## src/rtl/kr_seq_if.sv

```systemverilog
// Handshake bundle between the PRESENT-80 key-schedule engine and its neighbours.
// KR_SEQ_FINAL_KEY_EN adds the final-key outputs used to seed decryption key setup.
interface kr_seq_if;
  logic        in_valid;
  logic        in_ready;
  logic [79:0] key_in;
  logic        out_valid;
  logic        out_ready;
  logic [63:0] rk;
  logic [5:0]  rk_idx;
  logic        done;
`ifdef KR_SEQ_FINAL_KEY_EN
  logic [79:0] kfin;
  logic        kfin_valid;
`endif

  modport slave (
    input  in_valid, key_in, out_ready,
    output in_ready, out_valid, rk, rk_idx, done
`ifdef KR_SEQ_FINAL_KEY_EN
    , output kfin, kfin_valid
`endif
  );

  modport master (
    output in_valid, key_in, out_ready,
    input  in_ready, out_valid, rk, rk_idx, done
`ifdef KR_SEQ_FINAL_KEY_EN
    , input kfin, kfin_valid
`endif
  );
endinterface

```

## src/rtl/kr_seq.sv

```systemverilog
// PRESENT-80 key-schedule engine: loads one master key, streams RK1..RK32 on a valid/ready port.
// Optional KR_SEQ_FINAL_KEY_EN keeps the final 80-bit key register (K32) for decryption setup.
//
// state | meaning
// IDLE  | waiting for a master key, in_ready=1
// RUN   | presenting round key rk_idx, waiting for out_ready
module kr_seq (
  input  logic     clk,
  input  logic     rst,
  kr_seq_if.slave  bus
);

  localparam logic [5:0] NRND = 6'd32;

  typedef enum logic {IDLE, RUN} state_t;

  state_t      state_q, state_d;
  logic [79:0] kreg_q, kreg_d;
  logic [5:0]  rnd_q, rnd_d;
  logic        done_q, done_d;
`ifdef KR_SEQ_FINAL_KEY_EN
  logic [79:0] kfin_q, kfin_d;
  logic        kfin_valid_q, kfin_valid_d;
`endif

  function automatic logic [3:0] sbox(input logic [3:0] x);
    logic [3:0] y;
    case (x)
      4'h0: y = 4'hC;
      4'h1: y = 4'h5;
      4'h2: y = 4'h6;
      4'h3: y = 4'hB;
      4'h4: y = 4'h9;
      4'h5: y = 4'h0;
      4'h6: y = 4'hA;
      4'h7: y = 4'hD;
      4'h8: y = 4'h3;
      4'h9: y = 4'hE;
      4'hA: y = 4'hF;
      4'hB: y = 4'h8;
      4'hC: y = 4'h4;
      4'hD: y = 4'h7;
      4'hE: y = 4'h1;
      default: y = 4'h2;
    endcase
    return y;
  endfunction

  // Round-key update: rotate left 61, S-box on the top nibble, counter into bits 19..15.
  function automatic logic [79:0] kr(input logic [79:0] kinp, input logic [4:0] cnt);
    logic [79:0] r;
    r          = {kinp[18:0], kinp[79:19]};
    r[79:76]   = sbox(r[79:76]);
    r[19:15]   = r[19:15] ^ cnt;
    return r;
  endfunction

  always_comb begin
    state_d = state_q;
    kreg_d  = kreg_q;
    rnd_d   = rnd_q;
    done_d  = 1'b0;
`ifdef KR_SEQ_FINAL_KEY_EN
    kfin_d       = kfin_q;
    kfin_valid_d = kfin_valid_q;
`endif
    case (state_q)
      IDLE: begin
        if (bus.in_valid) begin
          kreg_d  = bus.key_in;
          rnd_d   = 6'd1;
          state_d = RUN;
`ifdef KR_SEQ_FINAL_KEY_EN
          kfin_valid_d = 1'b0;
`endif
        end
      end
      RUN: begin
        if (bus.out_ready) begin
          if (rnd_q == NRND) begin
            // kreg/rnd hold after the last key; outputs are masked in IDLE.
            state_d = IDLE;
            done_d  = 1'b1;
`ifdef KR_SEQ_FINAL_KEY_EN
            kfin_d       = kreg_q;
            kfin_valid_d = 1'b1;
`endif
          end else begin
            kreg_d = kr(kreg_q, rnd_q[4:0]);
            rnd_d  = rnd_q + 6'd1;
          end
        end
      end
      default: state_d = IDLE;
    endcase
  end

  always_ff @(posedge clk) begin
    if (rst) begin
      state_q <= IDLE;
      kreg_q  <= '0;
      rnd_q   <= '0;
      done_q  <= 1'b0;
`ifdef KR_SEQ_FINAL_KEY_EN
      kfin_q       <= '0;
      kfin_valid_q <= 1'b0;
`endif
    end else begin
      state_q <= state_d;
      kreg_q  <= kreg_d;
      rnd_q   <= rnd_d;
      done_q  <= done_d;
`ifdef KR_SEQ_FINAL_KEY_EN
      kfin_q       <= kfin_d;
      kfin_valid_q <= kfin_valid_d;
`endif
    end
  end

  assign bus.in_ready  = (state_q == IDLE);
  assign bus.out_valid = (state_q == RUN);
  assign bus.rk        = (state_q == RUN) ? kreg_q[79:16] : 64'd0;
  assign bus.rk_idx    = (state_q == RUN) ? rnd_q : 6'd0;
  assign bus.done      = done_q;
`ifdef KR_SEQ_FINAL_KEY_EN
  assign bus.kfin       = kfin_q;
  assign bus.kfin_valid = kfin_valid_q;
`endif

endmodule
```

## src/flat_wrapper.sv

```systemverilog
// flat-port wrapper written by rule: the top's interface ports become plain ports
module kr_seq_flat 
  (clk, rst, bus_in_valid, bus_key_in, bus_out_ready, bus_in_ready, bus_out_valid, bus_rk, bus_rk_idx, bus_done);
  kr_seq_if bus_i ();
  input  logic clk;
  input  logic rst;
  input wire logic [$bits(bus_i.in_valid)-1:0] bus_in_valid;
  input wire logic [$bits(bus_i.key_in)-1:0] bus_key_in;
  input wire logic [$bits(bus_i.out_ready)-1:0] bus_out_ready;
  output wire logic [$bits(bus_i.in_ready)-1:0] bus_in_ready;
  output wire logic [$bits(bus_i.out_valid)-1:0] bus_out_valid;
  output wire logic [$bits(bus_i.rk)-1:0] bus_rk;
  output wire logic [$bits(bus_i.rk_idx)-1:0] bus_rk_idx;
  output wire logic [$bits(bus_i.done)-1:0] bus_done;
  assign bus_i.in_valid = bus_in_valid;
  assign bus_i.key_in = bus_key_in;
  assign bus_i.out_ready = bus_out_ready;
  assign bus_in_ready = bus_i.in_ready;
  assign bus_out_valid = bus_i.out_valid;
  assign bus_rk = bus_i.rk;
  assign bus_rk_idx = bus_i.rk_idx;
  assign bus_done = bus_i.done;
  kr_seq u_core (.clk(clk), .rst(rst), .bus(bus_i));
endmodule
```

## config.mk

```make
export PLATFORM = sky130hd
export DESIGN_NAME = kr_seq_flat
export DESIGN_NICKNAME = d
export VERILOG_FILES = /design/src/rtl/kr_seq_if.sv /design/src/rtl/kr_seq.sv /design/src/flat_wrapper.sv
export SDC_FILE = /design/constraint.sdc
export NUM_CORES = 1
export LEC_CHECK = 0
export BUFFER_PORTS_ARGS = -buffer_cell sky130_fd_sc_hd__buf_2
export CORE_ASPECT_RATIO = 0.9
export CORE_MARGIN = 2
export CORE_UTILIZATION = 54
export CTS_BUF_LIST = sky130_fd_sc_hd__clkbuf_16
export DETAILED_ROUTE_END_ITERATION = 8
export GPL_ROUTABILITY_DRIVEN = 0
export HOLD_SLACK_MARGIN = 0.15
export PLACE_DENSITY = 0.85
export SYNTH_ARGS = -nofsm -noshare
export SYNTH_HDL_FRONTEND = slang
export SYNTH_SLANG_ARGS = --single-unit
```

## constraint.sdc

```tcl
create_clock -name clk -period 5.4 [get_ports clk]
set_input_delay 0.27 -clock clk [delete_from_list [all_inputs] [get_ports clk]]
set_output_delay 0.27 -clock clk [all_outputs]
set_load 0.005 [all_outputs]
```

==> results of run 1 <==
metal layers:
layer	up-vias	track usage	share of wire
met2	198	0.3986	0.46
met3	28	0.04510	0.079
met1	1960	0.3488	0.44
li1	2092	-	-
met5	-	0	0
met4	0	0.1027	0.027
final cells by class:
type	instances	area, sq um	area share
clock buffer	9	225.2	0.04062
multi-input combinational	378	2410	0.4347
sequential	92	1846	0.3329
tap	99	123.9	0.02234
inverter	10	37.54	0.006770
timing repair buffer	162	828.3	0.1494
clock inverter	7	73.82	0.01332
logic make-up after synthesis:
logic type | after synthesis
muxes | 28
AOI/OAI and AO/OA | 150
adders and majority gates | 7
xor gates and xnor gates | 9
DFF | 92
and+or+nand+nor | 184
buffers and inverters | 56
state kept, by name, summed over array words and instances (netlist names), named ones only:
name,cells
u_core.bus.done,1
u_core.rnd_q,6
u_core.kreg_q,80
u_core.bus.out_valid,1
stage by stage:
step	power (uW)	std cells	setup slack (ns)	utilization	hold WS (ns)
floorplan	941.4	526	3.044	-	0.3852
global placement	1025	740	2.123	0.6520	0.4382
detailed placement	1036	740	1.931	0.6520	0.4428
CTS	1660	757	1.904	0.6905	0.2156
global route	1727	757	1.654	0.6905	0.2389
finish	1649	757	1.902	0.6905	0.2235
power groups by stage:
stage | combinational [uW] | clock [uW] | sequential (uW)
after global routing | 268 | 671 | 788
after floorplan | 174 | 0 | 767
after detailed placement | 241 | 0 | 795
after CTS | 243 | 637 | 780
final | 243 | 625 | 782
after global placement | 233 | 0 | 792
tightest hold or removal path: cells and delay by family:
family,cells,cell delay [ns]
buffers and inverters,1,0.11
AND/OR/NAND/NOR,1,0.08
AO/OA/AOI/OAI,1,0.05
repair_timing:
item,4_1_cts,5_1_grt
hold buffers,1,0
setup buffers,0,0
hold endpoints to repair,1,0
placed cells by master, fill, tap and decap left out, types with 3 or more instances in the layout:
cell type | netlist | final
and2_1 | 69 | 69
buf_2 | 10 | 156
dfxtp_1 | 92 | 91
clkbuf_16 | 0 | 9
nand2_1 | 64 | 64
inv_1 | 9 | 9
nor2_1 | 32 | 31
ha_1 | 7 | 7
nand3_1 | 3 | 3
a22oi_1 | 57 | 57
a211oi_1 | 21 | 21
mux2i_1 | 24 | 24
nor3_1 | 5 | 5
nand3b_1 | 3 | 3
buf_4 | 0 | 5
a21oi_1 | 57 | 57
xnor2_1 | 7 | 7
final timing paths:
path,startpoint,endpoint,slack (ns)
worst max-delay path,u_core.bus.out_valid$_SDFF_PP0_,register,1.90
worst min-delay path,bus_in_valid,u_core.bus.out_valid$_SDFF_PP0_,0.22
worst max register to register,u_core.bus.out_valid$_SDFF_PP0_,register,1.90
worst min register to register,u_core.kreg_q[9]$_SDFFE_PP0N_,u_core.kreg_q[9]$_SDFFE_PP0N_,0.45
==> summary.txt, run 1 <==
Placement
  – Number of port buffers: 156
  – Placed cell areas: 5235 sq um
  – DPL Wire Length: 8.133 mm

Timing
  – Slew Viols, Final: 0
  – Fmax: 285.8 MHz
  – Setup-failing EPs final: 0
  – Tmin final: 3.498 ns
  – Slew headroom: 0.3132
  – Fin Clk Skew: 0.009945 ns
  – Tightest Pin Transition: 1.030 ns
  – Fin crit share: 0.6478
  – Hold Vio Cnt, Final: 0
  – Sum of negative setup slack: 0 ns
  – Unrepaired setup endpoints after global routing: false

Routing
  – Post-route DRC: 0
  – DR vias/cell: 5.651
  – Per-cell routed wire length: 15.64 microns
  – Final ANT Viol Nets: 0
  – Vias: 4278
  – Pre-Repair DR Iteration Count: 4
  – Drt first-iter violations: 258
  – Post-Route WL: 11.84 mm

Pwr
  – Sw Share: 0.2700
  – Power share of the clock group: 0.379
  – Logic pwr share: 0.147
  – Int Pwr: 1204 uW
  – Peak supply drop: 182.7 uV
  – Sequential fraction of design power: 0.474
  – Leakage: 0.002477 uW
  – PwrDens: 297.5 nW/um^2
  – Switch Pwr: 445.3 uW

Global routing
  – Vias in the first global route: 3887
  – Initial antenna violation count: 0
  – Total gr overflow: 0
  – First-pass GRT wire length: 18.80 mm
  – Largest net degree at the start of global routing: 105
  – Overall Global Routing Usage: 0.2550

Yosys
  – Synth Area in Adders: 0.01969
  – Yosys cell types: 42
  – Multiplexer share of the synthesized area: 0.06665
  – Share of the synthesized area in the top cell type: 0.4139
  – List of most frequent post-synthesis cells: dfxtp_1, and2_1, nand2_1, a21oi_1, a22oi_1
  – Synth Area in Compound Gates: 0.2269
  – Post-synthesis sequential area ratio: 0.4139
  – Post-synth EDFFs: 0
  – Post-synthesis register bit count: 92
  – Avg Cell Area, Syn: 8.459 sq um
  – Syn Inst Count: 526
  – Top post-synthesis cells by area: dfxtp_1, and2_1, a22oi_1
  – Asr flop ratio synth: 0
  – Synthesized Nets: 617
  – Post-Synth XOR/XNOR Area: 0.01772
  – Post-synth top area cell: dfxtp_1
  – Synth Area in Simple Gates: 0.2050
  – Main combinational cell family by area after synthesis: compound AO/OA/AOI/OAI gates
  – Cell Area, Synth: 4449 sq um
  – Total number of yosys warnings: 0
  – Top-count cell post-synth: dfxtp_1
  – Ys flop type: dfxtp_1

Clock tree
  – CTS clk-pin slew, worst paths: 0.07 ns
  – Htree depth: 3
  – TritonCTS clock tree: yes
  – CTS max path bufs: 2
  – Post-CTS Resized: 0
  – Clk Latency, worst-skew pair: 0.33 ns
  – CTS root buf: clkbuf_16
  – Cts bufs inserted: 9
  – Clk sinks: 92

Worst setup path
  – Crit path cell chain: nor2b_4, buf_4, o31a_2, nand2_1, and2_1, ha_1, a221oi_2, mux2_1
  – Slowest cell on the critical path: o31a_2
  – Crit path max-delay family: compound AO/OA/AOI/OAI gates
  – Critical path class: register to register
  – Setup crit end kind: register
  – WP depth: 8
  – Max FO, Critical Path: 104
  – CP peak stage delay: 0.88 ns
  – Crit start category: register
  – R2r worst-path depth: 8
  – Critical path buffers and inverters: 1
  – WP data required: 5.67 ns
  – Data arrival, critical path: 3.77 ns

Job
  – Maxcap violations: 0

Floorplanning
  – DIE WIDTH: 99.68 microns
  – Die area: 8983 sq um
  – Row count: 31
  – I/O pins: 157
  – Core area: 8029 sq um
  – Starting Density: 0.5542
  – Die H: 90.12 microns

Layout
  – Diode count: 0
  – # fillers: 667
  – Post-route cell area: 5544 sq um
  – Share of layout cells above drive strength 1: 0.2888
  – Nets@finish: 744
  – Layout area overhead: 24.61%

Worst hold path
  – Min-delay worst type: input pin to register
  – Hold Crit Depth: 3

Outcome
  – Status: finished clean
No activity file was read; power rests on OpenSTA's default activity.
==> run 2: changes to the inputs <==
--- a/config.mk
+++ b/config.mk
@@ -5,15 +5,16 @@
 export SDC_FILE = /design/constraint.sdc
 export NUM_CORES = 1
 export LEC_CHECK = 0
+export ABC_AREA = 1
 export BUFFER_PORTS_ARGS = -buffer_cell sky130_fd_sc_hd__buf_2
 export CORE_ASPECT_RATIO = 0.9
 export CORE_MARGIN = 2
-export CORE_UTILIZATION = 54
+export CORE_UTILIZATION = 47
 export CTS_BUF_LIST = sky130_fd_sc_hd__clkbuf_16
 export DETAILED_ROUTE_END_ITERATION = 8
 export GPL_ROUTABILITY_DRIVEN = 0
 export HOLD_SLACK_MARGIN = 0.15
-export PLACE_DENSITY = 0.85
+export PLACE_DENSITY = 0.76
 export SYNTH_ARGS = -nofsm -noshare
 export SYNTH_HDL_FRONTEND = slang
 export SYNTH_SLANG_ARGS = --single-unit
==> constraint.sdc (replaced) <==
create_clock -name clk -period 3.2 [get_ports clk]
set_input_delay 0.16 -clock clk [delete_from_list [all_inputs] [get_ports clk]]
set_output_delay 0.16 -clock clk [all_outputs]
set_load 0.005 [all_outputs]
==> run 2 against run 1 <==
Compared with the run above:
- final area is 19% higher
- global-route usage up 0.084 points
- clock-buffer cell count did not move
- via count rose by 20%
- final cell count increased by 29%
- largest cell class unchanged
- clock skew decreased by 0.0033 ns
- highest routed layer unchanged
==> summary.txt, run 2 <==
Worst setup path
  – WP data required: 3.42 ns (-2.25 ns)
  – Data arrival, critical path: 2.64 ns (-1.13 ns)
  – Critical path class: register to register
  – Most common cell on crit path: buf_4
  – CP peak stage delay: 0.53 ns (-0.35 ns)
  – Slowest cell on the critical path: buf_4
  – Max FO, Critical Path: 44 (-58%)
  – Crit path cell chain: buf_4, nand2_1, inv_2, nand2_4, nand2_8, buf_4, nand3_1, nor3b_1, nor2_1
  – Crit start category: register
  – Launch point of the worst path: u_core.bus.out_valid$_SDFF_PP0_
  – Setup crit end kind: register
  – R2R Path Start: u_core.bus.out_valid$_SDFF_PP0_

Yosys
  – Total number of yosys warnings: 0 (unchanged)
  – Yosys cell types: 33 (-21%)
  – Synthesized Nets: 744 (+21%)
  – Ys flop type: dfxtp_1
  – Asr flop ratio synth: 0 (unchanged)
  – Top post-synthesis cells by area: dfxtp_1, nand2_1, a22oi_2
  – Share of the synthesized area in the top cell type: 0.3688 (-0.04512)
  – Post-synthesis register bit count: 92 (unchanged)
  – Cell Area, Synth: 4994 sq um (+12%)
  – Syn Inst Count: 653 (+24%)
  – Post-synth top area cell: dfxtp_1
  – Post-synth EDFFs: 0 (unchanged)
  – List of most frequent post-synthesis cells: nand2_1, dfxtp_1, inv_1, a22oi_2, a21oi_1
  – Post-synthesis sequential area ratio: 0.3688 (-0.04512)
  – Avg Cell Area, Syn: 7.647 sq um (-9.6%)
  – Top-count cell post-synth: nand2_1

Job
  – Maxcap violations: 0 (unchanged)

Layout
  – Diode count: 0 (unchanged)
  – Largest register FFs: 80 (unchanged)
  – Largest Register: u_core.kreg_q
  – Largest regs: u_core.kreg_q: 80 flops, u_core.rnd_q: 6 flops
  – Share of layout cells above drive strength 1: 0.3215 (+0.03276)
  – Commonest cells after routing, fill and taps aside: nand2_1, buf_2, dfxtp_1, inv_1, dlygate4sd3_1
  – Most common cell after layout, fill and taps aside: nand2_1
  – Nets@finish: 932 (+25%)
  – Layout area overhead: 32.15%

Placement
  – DPL Wire Length: 10.68 mm (+31%)
  – Number of port buffers: 156 (unchanged)

Clock tree
  – Postcts setup bufs: 0 (unchanged)
  – Hold-fix buffers at CTS: 59 (+58)
  – Cts bufs inserted: 9 (unchanged)
  – Clk Latency, worst-skew pair: 0.33 ns (about the same)
  – TritonCTS clock tree: yes
  – CTS max path bufs: 2 (unchanged)
  – CTS clk-pin slew, worst paths: 0.07 ns (about the same)
  – Clk sinks: 92 (unchanged)
  – Post-CTS Resized: 0 (unchanged)
  – CTS root buf: clkbuf_16
  – Htree depth: 3 (unchanged)

Floorplanning
  – Die H: 101.8 microns (+13%)
  – Row count: 35 (+13%)
  – Starting Density: 0.4852 (-0.06893)
  – Core area: 10290 sq um (+28%)
  – DIE WIDTH: 112.7 microns (+13%)
  – I/O pins: 157 (unchanged)
  – Die area: 11470 sq um (+28%)

Timing
  – Hold Vio Cnt, Final: 0 (unchanged)
  – Unrepaired setup endpoints after global routing: false
  – Slew Viols, Final: 0 (unchanged)
  – Tmin final: 2.414 ns (-1.085 ns)
  – Slew headroom: 0.5416 (+0.2284)
  – Fmax: 414.3 MHz (+45%)
  – Fin crit share: 0.7543 (+0.1064)
  – Min Hold Slack: 0.1413 ns (-0.08224 ns)
  – Tightest Pin Transition: 0.6876 ns (-0.3426 ns)
  – Setup-failing EPs final: 0 (unchanged)
  – Fin Clk Skew: 0.006650 ns (-0.003295 ns)
  – Sum of negative setup slack: 0 ns (unchanged)

Routing
  – Pre-Repair DR Iteration Count: 5 (+1)
  – Post-Route WL: 15.36 mm (+30%)
  – Vias: 5149 (+20%)
  – Final ANT Viol Nets: 0 (unchanged)
  – Drt first-iter violations: 361 (+40%)
  – Per-cell routed wire length: 15.76 microns (+0.71%)
  – Post-route DRC: 0 (unchanged)
  – DR vias/cell: 5.281 (-6.6%)

Global routing
  – Initial antenna violation count: 0 (unchanged)
  – Largest net degree at the start of global routing: 61 (-42%)
  – Overall Global Routing Usage: 0.2559 (+0.0008427)
  – Vias in the first global route: 4832 (+24%)
  – First-pass GRT wire length: 23.45 mm (+25%)
  – Total gr overflow: 0 (unchanged)

Worst hold path
  – Hold_sp: bus_key_in[48]
  – Min-delay worst type: input pin to register

Outcome
  – Status: finished clean

Pwr
  – PwrDens: 457.5 nW/um^2 (+54%)
  – Peak supply drop: 255.8 uV (+40%)
  – Leakage: 0.003379 uW (+36%)
-- run 2: changes by cell type in the layout (fill, tap and decap cells not counted), sizes merged, moves of 21 or more --
cell | previous run | this run
inv | 12 | 93
a211oi | 22 | 0
mux2i | 25 | 0
nand2 | 64 | 213
nor2 | 32 | 11
o21ai | 1 | 25
dlygate4sd3 | 1 | 59
and2 | 69 | 0
-- run 2: layer usage --
layer | global-route usage | wire, microns | vias to the layer above | share of wire
met3 | 0.04129 | 1017 | 34 | 0.066
li1 | - | - | 2490 | -
met2 | 0.4210 | 7339 | 199 | 0.48
met5 | 0 | 0 | - | 0
met4 | 0.08537 | 344 | 0 | 0.022
met1 | 0.3456 | 6660 | 2426 | 0.43
-- run 2: final timing paths --
path	to	slack (ns)	cells past startpoint
hold reg to reg	u_core.kreg_q[60]$_SDFFE_PP0N_	0.47	2
hold / removal	u_core.kreg_q[48]$_SDFFE_PP0N_	0.14	3
setup / recovery	u_core.rnd_q[4]$_SDFFE_PP0N_	0.79	9
setup reg to reg	u_core.rnd_q[4]$_SDFFE_PP0N_	0.79	9
-- run 2: logic make-up after synthesis --
kind of cell / share of synthesized area
simple gates: 0.2112
buf+inv: 0.1338
compound gates: 0.2663
flops: 0.3688
mux: 0.002255
fa+ha+maj: 0.01754
-- run 2: where the power goes --
| group | internal (uW) | switching, uW |
|---|---|---|
| sequential | 1230 | 49.0 |
| combinational | 247 | 348 |
| clock | 689 | 453 |
| total | 2170 | 849 |
-- run 2: area by class of cell --
class	count	area, sq um
repair buffers	222	1436
fillers	888	3692
inverters	92	350.3
clock buffers	9	225.2
well taps	129	161.4
flip-flops and latches	92	1843
multi-input cells	424	2484
clock inverters	7	98.84
-- run 2: per-stage QoR --
| stage | instance area [sq um] | worst slack, ns | util | std cells | power, uW |
|---|---|---|---|---|---|
| after floorplan | 4994 | 1.379 | - | 653 | 1688 |
| after global placement | 5684 | 0.8686 | 0.5523 | 900 | 1818 |
| after detailed placement | 5684 | 0.8004 | 0.5523 | 900 | 1835 |
| after CTS | 6599 | 0.7875 | 0.6412 | 975 | 3016 |
| after global routing | 6599 | 0.5683 | 0.6412 | 975 | 3129 |
| final | 6599 | 0.7864 | 0.6412 | 975 | 3019 |
-- run 2: critical path: cells and delay by family, from the launching register on --
kind | cells | cell delay [ns]
simple gates | 6 | 0.91
flops | 1 | 0.35
buf+inv | 3 | 1.01
